File: src/rtl/ctrl_pipe_mc.sv
// E/M/W control pipeline carrying a W-bit control bundle plus valid bit.
// Long-latency ops are held in E for DIVLAT cycles while F/D is stalled and M is fed bubbles.
module ctrl_pipe_mc #(
  parameter int W      = 16,
  parameter int DIVLAT = 32,
  parameter int CW     = 8
) (
  input  logic         clk,
  input  logic         rst,
  input  logic [W-1:0] ctrlD,
  input  logic         validD,
  input  logic         longopD,
  input  logic         flushE,
  output logic [W-1:0] ctrlE,
  output logic         validE,
  output logic         longopE,
  output logic [W-1:0] ctrlM,
  output logic         validM,
  output logic [W-1:0] ctrlW,
  output logic         validW,
  output logic         stall_up,
  output logic         md_start,
  output logic         md_done
);

  typedef enum logic {IDLE = 1'b0, BUSY = 1'b1} state_t;

  localparam logic          LONG_EN  = 1'(DIVLAT > 1);
  localparam logic [CW-1:0] CNT_INIT = (DIVLAT > 1) ? CW'(DIVLAT - 2) : '0;

  state_t        state_q;
  logic [CW-1:0] cnt_q;

  logic [W-1:0] ctrl_e_q, ctrl_e_d;
  logic         valid_e_q, valid_e_d;
  logic         long_e_q, long_e_d;
  logic [W-1:0] ctrl_m_q, ctrl_m_d;
  logic         valid_m_q, valid_m_d;
  logic [W-1:0] ctrl_w_q;
  logic         valid_w_q;

  logic long_live;
  logic done_c;

  // A live long op in E that is not being flushed; all gated off while in reset.
  always_comb begin
    long_live = ~rst & valid_e_q & long_e_q & ~flushE & LONG_EN;
    done_c    = ~rst & (state_q == BUSY) & (cnt_q == '0) & ~flushE;
  end

  assign md_start = long_live & (state_q == IDLE);
  assign md_done  = done_c;
  assign stall_up = long_live & ~done_c;

  // Next-state of E and M: flush beats stall in E, stall bubbles M.
  always_comb begin
    if (flushE) begin
      ctrl_e_d  = '0;
      valid_e_d = 1'b0;
      long_e_d  = 1'b0;
    end else if (stall_up) begin
      ctrl_e_d  = ctrl_e_q;
      valid_e_d = valid_e_q;
      long_e_d  = long_e_q;
    end else begin
      ctrl_e_d  = ctrlD;
      valid_e_d = validD;
      long_e_d  = longopD;
    end
    if (stall_up) begin
      ctrl_m_d  = '0;
      valid_m_d = 1'b0;
    end else begin
      ctrl_m_d  = ctrl_e_q;
      valid_m_d = valid_e_q;
    end
  end

  // Stage registers.
  always_ff @(posedge clk) begin
    if (rst) begin
      ctrl_e_q  <= '0;
      valid_e_q <= 1'b0;
      long_e_q  <= 1'b0;
      ctrl_m_q  <= '0;
      valid_m_q <= 1'b0;
      ctrl_w_q  <= '0;
      valid_w_q <= 1'b0;
    end else begin
      ctrl_e_q  <= ctrl_e_d;
      valid_e_q <= valid_e_d;
      long_e_q  <= long_e_d;
      ctrl_m_q  <= ctrl_m_d;
      valid_m_q <= valid_m_d;
      ctrl_w_q  <= ctrl_m_q;
      valid_w_q <= valid_m_q;
    end
  end

  // Long-op FSM; cnt counts the remaining hold cycles after the first one.
  always_ff @(posedge clk) begin
    if (rst) begin
      state_q <= IDLE;
      cnt_q   <= '0;
    end else if (flushE) begin
      state_q <= IDLE;
      cnt_q   <= '0;
    end else begin
      case (state_q)
        IDLE: begin
          if (md_start) begin
            state_q <= BUSY;
            cnt_q   <= CNT_INIT;
          end else begin
            state_q <= IDLE;
            cnt_q   <= cnt_q;
          end
        end
        BUSY: begin
          if (cnt_q == '0) begin
            state_q <= IDLE;
            cnt_q   <= '0;
          end else begin
            state_q <= BUSY;
            cnt_q   <= cnt_q - CW'(1);
          end
        end
        default: begin
          state_q <= IDLE;
          cnt_q   <= '0;
        end
      endcase
    end
  end

  assign ctrlE   = ctrl_e_q;
  assign validE  = valid_e_q;
  assign longopE = long_e_q;
  assign ctrlM   = ctrl_m_q;
  assign validM  = valid_m_q;
  assign ctrlW   = ctrl_w_q;
  assign validW  = valid_w_q;

endmodule

File: config.mk
export PLATFORM = sky130hd
export DESIGN_NAME = ctrl_pipe_mc
export DESIGN_NICKNAME = d
export VERILOG_FILES = /design/src/rtl/ctrl_pipe_mc.sv
export SDC_FILE = /design/constraint.sdc
export NUM_CORES = 1
export LEC_CHECK = 0
export BUFFER_PORTS_ARGS = -buffer_cell sky130_fd_sc_hd__clkbuf_2
export CAP_MARGIN = 40
export CORE_MARGIN = 2
export CORE_UTILIZATION = 52
export DETAILED_ROUTE_END_ITERATION = 12
export PLACE_DENSITY = 0.92
export SLEW_MARGIN = 10
export SYNTH_ARGS = -nofsm -noshare
export SYNTH_HDL_FRONTEND = slang
export SYNTH_SLANG_ARGS = --single-unit
File: constraint.sdc
create_clock -name clk -period 2.9 [get_ports clk]
set_input_delay 0.29 -clock clk [delete_from_list [all_inputs] [get_ports clk]]
set_output_delay 0.29 -clock clk [all_outputs]
set_load 0.01 [all_outputs]
* After elaboration in Yosys (flattened, before gate mapping) *
Cells that the tools add are included.

operators by class
  reduce and logical (&&, ||, !) cells = 3
  mux-type cells = 6
  bitwise logic cells = 12
  equality and inequality tests = 1
  add/sub/neg operators = 1

operator list
  operator                                           number
  2-to-1 mux 8 bit                                   2
  one-hot mux 8 bit (2 select lines)                 1
  AND 1 bit                                          8
  zero test 8 bit                                    1
  subtractor 8 x 1 -> 8 bit (second input constant)  1
  inverter 1 bit                                     4
  OR reduction 2 bit                                 2
  2-to-1 mux 1 bit                                   2
  != test 2 bit (second input constant)              1
  one-hot mux 1 bit (2 select lines)                 1

word-level totals
  register bits after elaboration = 61
  word-level logic and storage cells = 32
  input bits = 21

* Longest topological paths before layout *
Gate-level depths: netlist of run 1.

  depth after elaboration = 7
  mapped depth = 7
  mapped depth without buffers = 6

* Least setup slack after synthesis of run 1 *
OpenSTA, ideal clock, no wires.

  path kind = reg2out
  start point = reg cnt_q[0]
  end point = out stall_up
  arrival time = 1.398 ns
  setup slack = 1.212 ns
  cell stages (with the launch flop) = 6
  required time = 2.610 ns
  buffers on the path = 1
  cells stage by stage = dfxtp_1 inv_1 ha_1 nor4b_4 a311oi_4 buf_2

between the ends
  cells in the longest elaborated chain, start to end = 5

ends and longest elaborated chain
  item                    line  text
  start, declared         32    logic [CW-1:0] cnt_q;
  start signal, assigned  116   cnt_q <= cnt_q;
  start signal, assigned  125   cnt_q <= cnt_q - CW'(1);
  zero test 8 bit         48    done_c = ~rst & (state_q == BUSY) & (cnt_q == '0) & ~flushE;
  AND 1 bit (2 in a row)  48
  inverter 1 bit          53    assign stall_up = long_live & ~done_c;
  AND 1 bit               53
  end, declared           21    output logic stall_up,

Every way passes these cells.

* Final worst setup path of run 1 *
Same ends and word-level chain as after synthesis.

==> results.yml, run 1 <==
detailed_routing:
  drt_wl_total_um: 4267
  vias: 1670
  wl_per_cell_um: 12.44
  drtIter0Drc: 79
  dr.pass1.iters: 4
  ant_nets: 0
  via_per_inst: 4.869
  drc: 0
yosys:
  synth_top_area_cell: "dfxtp_1"
  netlist_instances: 212
  synth_area_um2: 2112
  yosys_warnings: 0
  synth_fp_nets: 235
  synth_area_leaders: "dfxtp_1 58%, nand2_1 6.6%, and2_2 5.3%, nor2b_1 5.0%, o21ai_0 3.3%"
  seq_area_frac_synth_pct: 57.82
  synth_top_area_share_pct: 57.82
  synth.distinct_cells: 39
  ys_seq_elements: 61
  syn_avg_cell_area_um2: 9.962
sta:
  slew_headroom_pct: 61.28
  fin_crit_sh_pct: 80.20
  tns_ns: 0
  fin_skew_ns: 0.008904
  timing_worst_slew_pin_value_ns: 0.5807
  final.min_clock_period_ns: 2.326
  maxSlewViolCount: 0
  fin_ws_ns: 0.5742
  setup_viol_count_final: 0
  fmax_ghz: 0.4300
  grt_setup_unrepaired: "false"
  finalHoldViolations: 0
clocking:
  htreeDepth: 3
  insertion_delay_ns: 0.33
  clk_path_buf_depth: 2
  numCtsBuffers: 9
  cts_hold_buffers: 0
  cts_tree: "yes"
  cts_resized: 0
  cts_root_buf: "clkbuf_8"
  post_cts_buffers: 0
  clock_sinks: 61
  clkTransAtPathRegs_ns: 0.07
floorplanning:
  pin_count: 76
  fp.dieArea_um2: 4587
  coreArea_um2: 3943
  fp.dieH_um: 67.73
  die_x_um: 67.73
  initial_core_util_pct: 53.57
  rows: 23
setup_path:
  critical_path.endpoint_type: "output port"
  r2r_start: "cnt_q[0]$_SDFFE_PP0P_"
  crit_path_max_fanout: 14
  crit_path_start_kind: "flop"
  cpPeakStageDelay_ns: 0.59
  path_buf_inv: 2
  crit_chain: "inv_1, ha_1, nor4b_4, a311oi_4, clkbuf_2"
  cpLargestDelayFamily: "compound AO/OA/AOI/OAI gates"
  r2r_cells: 6
  critical_path_class: "flop to output port"
  critical_path.slowest_cell: "a311oi_4"
  cp_data_required_time_ns: 2.61
  arrival_ns: 2.04
  r2r_slack_ns: 0.86
  r2r_end: "ctrlE[2]$_SDFFE_PP0N_"
grt:
  grt_pass1_wl_um: 6858
  gr-total-overflow: 0
  grt_antenna_before_repair: 0
  grt_max_degree: 23
  grt_usage_pct: 20.90
  grt_pass1_vias: 1569
finish:
  drive_gt1_share_pct: 39.25
  diodes: 0
  area_growth_pct: 26.72
  nNetsFinal: 313
  num-fill-cells: 311
  design_area_um2: 2676
placement:
  dp_slack_ns: 0.7152
  place.port_buffers: 75
  gp_congestion: 0.8917
  hpwlAfterDp_um: 3136
  dpl_cell_area_um2: 2511
power_and_ir_drop:
  power_density_nw_per_um2: 594.6
  ir_worst_vdd_uv: 263.5
  p_leak_nw: 1.230
hold_path:
  hp-start: "validD"
  hold_path_class: "input port to flop"
  min_path_cells: 2
  hold_end: "validE$_SDFFE_PP0N_"
run_status:
  outcome: "finished, final reports clean"
job:
  drv_cap: 0
-- layer usage --
layer	global-route usage, %	share of wire [%]
met1	22.00	42
met5	0	0
met4	9.949	0.59
met3	10.83	9.0
met2	34.31	49
-- worst register-to-register path, stage by stage (launching register included) --
cell and delay, ns:
dfxtp_1 0.40, inv_1 0.09, ha_1 0.23, nor4b_4 0.16
a311oi_4 0.59, buf_4 0.33, o21ai_0 0.12
-- worst max-delay path by stage --
stage                           from                     to  slack [ns]  depth (start not counted)
6_report       cnt_q[0]$_SDFFE_PP0P_               stall_up        0.57                          5
4_1_cts        cnt_q[0]$_SDFFE_PP0P_               stall_up        0.56                          5
3_5_place_dp                     rst  ctrlE[2]$_SDFFE_PP0N_        0.72                          5
3_3_place_gp                     rst  ctrlE[3]$_SDFFE_PP0N_        0.78                          5
5_1_grt        cnt_q[0]$_SDFFE_PP0P_               stall_up        0.38                          5
2_1_floorplan  cnt_q[0]$_SDFFE_PP0P_               stall_up        1.21                          5
-- Yosys cell counts (all sizes together) --
| master | instances |
|---|---|
| dfxtp | 61 |
| or3 | 1 |
| a211oi | 1 |
| a21oi | 8 |
| ha | 2 |
| or4 | 2 |
| o31ai | 1 |
| clkbuf | 6 |
| buf | 4 |
| nor4b | 1 |
| o2111ai | 2 |
| a21o | 2 |
| nor2 | 9 |
| and2b | 1 |
| a31oi | 3 |
| a311oi | 1 |
| a32oi | 1 |
| nand3 | 4 |
| nand4b | 1 |
| nand3b | 1 |
| o211ai | 1 |
| mux2i | 1 |
| o21ai | 16 |
| a211o | 1 |
| or2 | 2 |
| inv | 6 |
| and2 | 17 |
| nand2 | 37 |
| nor2b | 17 |
| nor3 | 2 |
-- cell usage in the layout, fill, tap and decap left out, types with 2 or more instances in the layout --
master,synthesis,layout
a21o_1,2,2
a21oi_1,7,7
a31oi_1,3,3
and2_1,2,2
and2_2,15,15
buf_4,1,2
clkbuf_2,2,75
clkbuf_8,0,11
clkinv_2,0,2
dfxtp_1,61,61
ha_1,2,2
inv_1,6,6
nand2_1,37,37
nand3_1,3,3
nor2_1,9,9
nor2b_1,17,17
o2111ai_1,2,2
o21ai_0,14,14
o21ai_1,2,2
or2_2,2,2
-- where the power goes --
| group | total [mW] | switching, mW | internal (mW) |
|---|---|---|---|
| registers | 0.872 | 0.0125 | 0.860 |
| logic | 0.0828 | 0.0452 | 0.0375 |
| clock network | 0.636 | 0.292 | 0.344 |
| total | 1.59 | 0.350 | 1.24 |
-- area by class of cell --
class | instances | area (um2) | area share (%)
multi-input combinational | 135 | 814.5 | 30.43
timing repair buffer | 77 | 390.4 | 14.59
tap | 50 | 62.56 | 2.338
sequential | 61 | 1221 | 45.63
clock buffer | 12 | 155.1 | 5.797
inverter | 6 | 22.52 | 0.8415
clock inverter | 2 | 10.01 | 0.3740
-- metrics by stage --
| stage | power [mW] | cells | util, % | hold WS (ns) |
|---|---|---|---|---|
| 6_report | 1.591 | 343 | 67.88 | 0.1529 |
| 5_1_grt | 1.664 | 343 | 67.88 | 0.1469 |
| 4_1_cts | 1.607 | 343 | 67.88 | 0.1417 |
| 3_5_place_dp | 0.9743 | 329 | 63.69 | 0.4540 |
| 3_3_place_gp | 0.9721 | 329 | 63.69 | 0.4407 |
| 2_1_floorplan | 0.9325 | 212 | - | 0.4004 |
-- state kept, by name, summed over array words and instances (netlist names), 8 cells and up --
name and count:
ctrlW 16, ctrlE 16, ctrlM 16, cnt_q 8
-- kinds of logic (layout without fill, tap and decap cells) --
family,Yosys count,in the layout,share of synthesized area (%)
AOI/OAI and AO/OA,37,37,11.49
adders and majority gates,2,2,1.185
buffers and inverters,16,97,3.614
DFF,61,61,57.82
muxes,1,1,0.4740
and+or+nand+nor,95,95,25.41
Note: power is estimated with default switching activity, not from simulation.
==> run 2, diff against run 1 <==
--- a/config.mk
+++ b/config.mk
@@ -8,9 +8,9 @@
 export BUFFER_PORTS_ARGS = -buffer_cell sky130_fd_sc_hd__clkbuf_2
 export CAP_MARGIN = 40
 export CORE_MARGIN = 2
-export CORE_UTILIZATION = 52
+export CORE_UTILIZATION = 48
 export DETAILED_ROUTE_END_ITERATION = 12
-export PLACE_DENSITY = 0.92
+export PLACE_DENSITY = 0.87
 export SLEW_MARGIN = 10
 export SYNTH_ARGS = -nofsm -noshare
 export SYNTH_HDL_FRONTEND = slang
==> constraint.sdc (replaced) <==
create_clock -name clk -period 2.2 [get_ports clk]
set_input_delay 0.22 -clock clk [delete_from_list [all_inputs] [get_ports clk]]
set_output_delay 0.22 -clock clk [all_outputs]
set_load 0.01 [all_outputs]
==> run 2 against run 1 <==
Net effect:
- die area rose by 7.8%
- wire length rose by 2.3%
- clock-buffer cell count fell by 1
- critical path type unchanged
- largest cell class unchanged
- clock skew fell by 0.0027 ns
- register-to-register slack got worse by 0.53 ns
==> results.yml, run 2 (synthesized netlist as in run 1, its figures left out) <==
grt:
  met2_usage_pct: 31.66
  grt_pass1_wl_um: 6934
  gr-total-overflow: 0
  top_usage_layer: "met2"
  grt_pass1_vias: 1589
  gr-usage-met3_pct: 7.215
  grt_max_degree: 23
  grt_usage_pct: 18.43
  met1_usage_pct: 19.65
  grt_antenna_before_repair: 0
power_and_ir_drop:
  power.share.clock_pct: 43.2
  ir_worst_vdd_uv: 347.4
  power_frac_comb_pct: 5.1
  switchingPower_mw: 0.4660
  seqPwrFrac_pct: 51.7
  swShare_pct: 20.94
  p_leak_nw: 1.264
  intPower_mw: 1.759
  power_density_nw_per_um2: 811.3
sta:
  final.min_clock_period_ns: 2.084
  finalHoldViolations: 0
  slew_headroom_pct: 68.35
  grt_setup_unrepaired: "false"
  maxSlewViolCount: 0
  setup_viol_count_final: 0
  tns_ns: 0
  fmax_ghz: 0.4798
  fin_crit_sh_pct: 94.74
  fin_worst_hold_slack_ns: 0.09323
  timing_worst_slew_pin_value_ns: 0.4747
  fin_skew_ns: 0.006159
hold_path:
  hp-start: "longopD"
  min_path_cells: 2
  hold_path_class: "input port to flop"
  hold_end: "longopE$_SDFFE_PP0N_"
setup_path:
  critical_path.slowest_cell: "a311oi_4"
  crit_chain: "inv_1, ha_1, nor4b_4, a311oi_4, clkbuf_2"
  arrival_ns: 1.86
  cp_data_required_time_ns: 1.98
  critical_path.endpoint_type: "output port"
  crit_path_start_kind: "flop"
  cpLargestDelayFamily: "compound AO/OA/AOI/OAI gates"
  cpPeakStageDelay_ns: 0.48
  r2r_slack_ns: 0.33
  r2r_end: "ctrlM[9]$_SDFF_PP0_"
  crit_path_start: "cnt_q[0]$_SDFFE_PP0P_"
  critical_path_class: "flop to output port"
  path_buf_inv: 2
  crit_path_max_fanout: 11
  r2r_cells: 7
  r2r_start: "cnt_q[0]$_SDFFE_PP0P_"
clocking:
  clkTransAtPathRegs_ns: 0.06
  post_cts_buffers: 0
  htreeDepth: 3
  clock_sinks: 61
  cts_root_buf: "clkbuf_8"
  insertion_delay_ns: 0.32
  cts_resized: 0
  cts_hold_buffers: 0
  cts_tree: "yes"
  numCtsBuffers: 9
  clk_path_buf_depth: 2
finish:
  area_growth_pct: 29.86
  diodes: 0
  drive_gt1_share_pct: 40.60
  num-fill-cells: 354
  nNetsFinal: 317
  final_common_cell: "clkbuf_2"
  final_cell_mix: "75 x clkbuf_2, 61 x dfxtp_1, 37 x nand2_1"
floorplanning:
  pin_count: 76
  fp.dieArea_um2: 4946
  fp.dieH_um: 70.33
  coreArea_um2: 4294
  rows: 24
  initial_core_util_pct: 49.18
  die_x_um: 70.33
placement:
  place.port_buffers: 75
  hpwlAfterDp_um: 3271
  gp_congestion: 0.9576
detailed_routing:
  via_per_inst: 4.874
  drc: 0
  dr.pass1.iters: 4
  wl_per_cell_um: 12.47
  ant_nets: 0
  vias: 1706
  drtIter0Drc: 72
  drt_wl_total_um: 4366
run_status:
  outcome: "finished, final reports clean"
job:
  drv_cap: 0
-- run 2: cell count changes in the layout (fill, tap and decap cells not counted) --
cell / change
buf_4: +4
clkbuf_1: -1
clkinvlp_4: +1
bufinv_16: +1
-- run 2: through the flow --
step / cells / area [um2] / util, % / total power [mW] / setup WS (ns)
floorplan: 212 / 2112 / - / 1.229 / 0.5821
global placement: 335 / 2544 / 59.24 / 1.285 / 0.4212
detailed placement: 335 / 2544 / 59.24 / 1.289 / 0.3198
CTS: 350 / 2743 / 63.87 / 2.251 / 0.04749
global route: 350 / 2743 / 63.87 / 2.317 / 0.003212
finish: 350 / 2743 / 63.87 / 2.225 / 0.1157
-- run 2: power groups by stage --
stage | Sequential (mW) | Combinational [mW] | Clock, mW
final | 1.15 | 0.113 | 0.961
after global routing | 1.15 | 0.123 | 1.04
after CTS | 1.15 | 0.115 | 0.986
after detailed placement | 1.17 | 0.114 | 0
after global placement | 1.17 | 0.111 | 0
after floorplan | 1.18 | 0.0443 | 0
-- run 2: final cells by class --
cell class	count	area (um2)	area share [%]
repair buffers	81	420.4	15.33
inverters	6	22.52	0.8212
well taps	52	65.06	2.372
multi-input cells	135	814.5	29.70
clock buffers	11	151.4	5.520
flip-flops and latches	61	1221	44.53
clock inverters	4	47.55	1.734
-- run 2: worst max-delay path by stage --
stage | endpoint | slack [ns] | cells after the start
floorplan | stall_up | 0.58 | 5
global placement | ctrlM[10]$_SDFF_PP0_ | 0.42 | 7
detailed placement | ctrlE[2]$_SDFFE_PP0N_ | 0.32 | 6
CTS | stall_up | 0.05 | 5
global route | stall_up | 0.003 | 5
finish | stall_up | 0.12 | 5
-- run 2: per-layer routing --
layer	wire length, um	part of all wire, %
met2	2230	51
met3	313	7.2
met4	45	1.0
met1	1776	41
met5	0	0
==> run 3, diff against run 2 <==
--- a/config.mk
+++ b/config.mk
@@ -10,7 +10,7 @@
 export CORE_MARGIN = 2
 export CORE_UTILIZATION = 48
 export DETAILED_ROUTE_END_ITERATION = 12
-export PLACE_DENSITY = 0.87
+export PLACE_DENSITY = 0.78
 export SLEW_MARGIN = 10
 export SYNTH_ARGS = -nofsm -noshare
 export SYNTH_HDL_FRONTEND = slang
==> constraint.sdc (replaced) <==
create_clock -name clk -period 2.2 [get_ports clk]
set_input_delay 0.44 -clock clk [delete_from_list [all_inputs] [get_ports clk]]
set_output_delay 0.44 -clock clk [all_outputs]
set_load 0.01 [all_outputs]
==> run 3 against run 2 <==
Net effect:
- flip-flop and latch count did not move
- cell count is 1.1% higher
- first-iteration DRC count grew 28%
- sequential power hardly changed
- die area stayed put
- critical path depth increased by 1
- clock power is 2.2% higher
- via count shrank 0.70%
- utilization increased by 0.87 points
- critical path type unchanged
- highest routed layer unchanged
==> results.yml, run 3 (synthesized netlist as in run 1, its figures left out) <==
setup_path:
  arrival_ns: 1.70
  critical_path.endpoint_type: "output port"
  cp_data_required_time_ns: 1.76
  critical_path_class: "flop to output port"
  r2r_slack_ns: 0.19
  crit_path_max_fanout: 4
  crit_path_start_kind: "flop"
sta:
  fin_crit_sh_pct: 97.30
  maxSlewViolCount: 0
  fin_skew_ns: 0.006837
  fin_ws_ns: 0.05941
  fmax_ghz: 0.4672
  slew_headroom_pct: 66.95
  timing_worst_slew_pin_value_ns: 0.4958
  tns_ns: 0
  setup_viol_count_final: 0
  final.min_clock_period_ns: 2.141
  finalHoldViolations: 0
placement:
  dp_slack_ns: 0.3137
  gp_congestion: 0.9159
  hpwlAfterDp_um: 3063
  place.port_buffers: 75
  dpl_cell_area_um2: 2536
  place_inst: 334
floorplanning:
  fp.dieH_um: 70.33
  coreArea_um2: 4294
  die_x_um: 70.33
  fp.dieArea_um2: 4946
  initial_core_util_pct: 49.18
  rows: 24
  pin_count: 76
grt:
  grt_antenna_before_repair: 0
  grt_usage_pct: 18.30
  gr-total-overflow: 0
  grt_pass1_wl_um: 6824
  grt_max_degree: 35
  grt_pass1_vias: 1500
clocking:
  clk_path_buf_depth: 2
  cts_root_buf: "clkbuf_8"
  numCtsBuffers: 9
  insertion_delay_ns: 0.33
  cts_tree: "yes"
  clock_sinks: 61
  cts_hold_buffers: 0
  clkTransAtPathRegs_ns: 0.06
  htreeDepth: 3
power_and_ir_drop:
  p_total_mw: 2.246
  power_density_nw_per_um2: 807.9
  p_leak_nw: 1.280
  intPower_mw: 1.761
  swShare_pct: 21.61
  switchingPower_mw: 0.4854
  seqPwrFrac_pct: 51.2
  power.share.clock_pct: 43.7
  ir_worst_vdd_uv: 404.3
  power_frac_comb_pct: 5.1
finish:
  area_growth_pct: 31.64
  nNetsFinal: 321
  design_area_um2: 2780
  diodes: 0
  final_common_cell: "clkbuf_2"
  final_cells: 354
  drive_gt1_share_pct: 43.38
  final_cell_mix: "74 x clkbuf_2, 59 x dfxtp_1, 37 x nand2_1"
hold_path:
  hold_path_class: "input port to flop"
detailed_routing:
  vias: 1694
  drc: 0
  ant_nets: 0
  via_per_inst: 4.785
  drtIter0Drc: 92
  dr.pass1.iters: 4
  wl_per_cell_um: 12.27
  drt_wl_total_um: 4344
run_status:
  outcome: "finished, final reports clean"
job:
  drv_cap: 0
==> run 3: cell types whose count changed in the layout (fill, tap and decap cells not counted), sizes merged <==
cell / change
clkbuf: -1
buf: +5
==> run 3: layer usage <==
layer	wire [um]	vias up	track usage, %
met5	0	-	0
met2	2095	58	29.25
met3	256	12	7.504
met1	1890	746	20.83
met4	102	0	9.615
li1	-	878	-
==> run 3: critical path, stage by stage (launching register included) <==
cell and delay, ns:
dfxtp_2 0.33, inv_2 0.06, ha_2 0.18, nor4b_4 0.33, buf_4 0.19, a311oi_4 0.09
buf_2 0.17
==> run 3: power by group through the flow <==
| stage | clock network (mW) | logic, mW | registers (mW) |
|---|---|---|---|
| final | 0.982 | 0.115 | 1.15 |
| after detailed placement | 0 | 0.115 | 1.17 |
| after global routing | 1.05 | 0.126 | 1.15 |
| after CTS | 1.00 | 0.116 | 1.15 |
| after global placement | 0 | 0.113 | 1.17 |
| after floorplan | 0 | 0.0443 | 1.18 |
==> run 3: repair_timing <==
| item | 4_1_cts | 5_1_grt |
|---|---|---|
| gates resized for setup | 2 | 5 |
| setup buffers | 4 | 1 |
| endpoints found under the setup margin | 2 | 17 |
| pin swaps | 1 | 4 |
==> run 3: area by class of cell <==
class,instances,area (um2)
clock inverters,4,47.55
well taps,52,65.06
repair buffers,85,450.4
fillers,360,1514
clock buffers,11,151.4
inverters,6,22.52
multi-input cells,135,819.5
flip-flops and latches,61,1224
==> run 3: path summary, 6_finish.rpt <==
check | from | to | cells after the start
worst max-delay path | cnt_q[1]$_SDFFE_PP0P_ | stall_up | 6
worst min-delay path | validD | validE$_SDFFE_PP0N_ | 2
worst max register to register | cnt_q[1]$_SDFFE_PP0P_ | ctrlM[10]$_SDFF_PP0_ | 10
worst min register to register | ctrlM[7]$_SDFF_PP0_ | ctrlW[7]$_SDFF_PP0_ | 1
==> run 3: through the flow <==
| stage | util (%) | hold WS (ns) |
|---|---|---|
| floorplan | - | 0.4771 |
| global placement | 59.06 | 0.4416 |
| detailed placement | 59.06 | 0.4471 |
| CTS | 64.51 | 0.2950 |
| global route | 64.74 | 0.2949 |
| finish | 64.74 | 0.3064 |
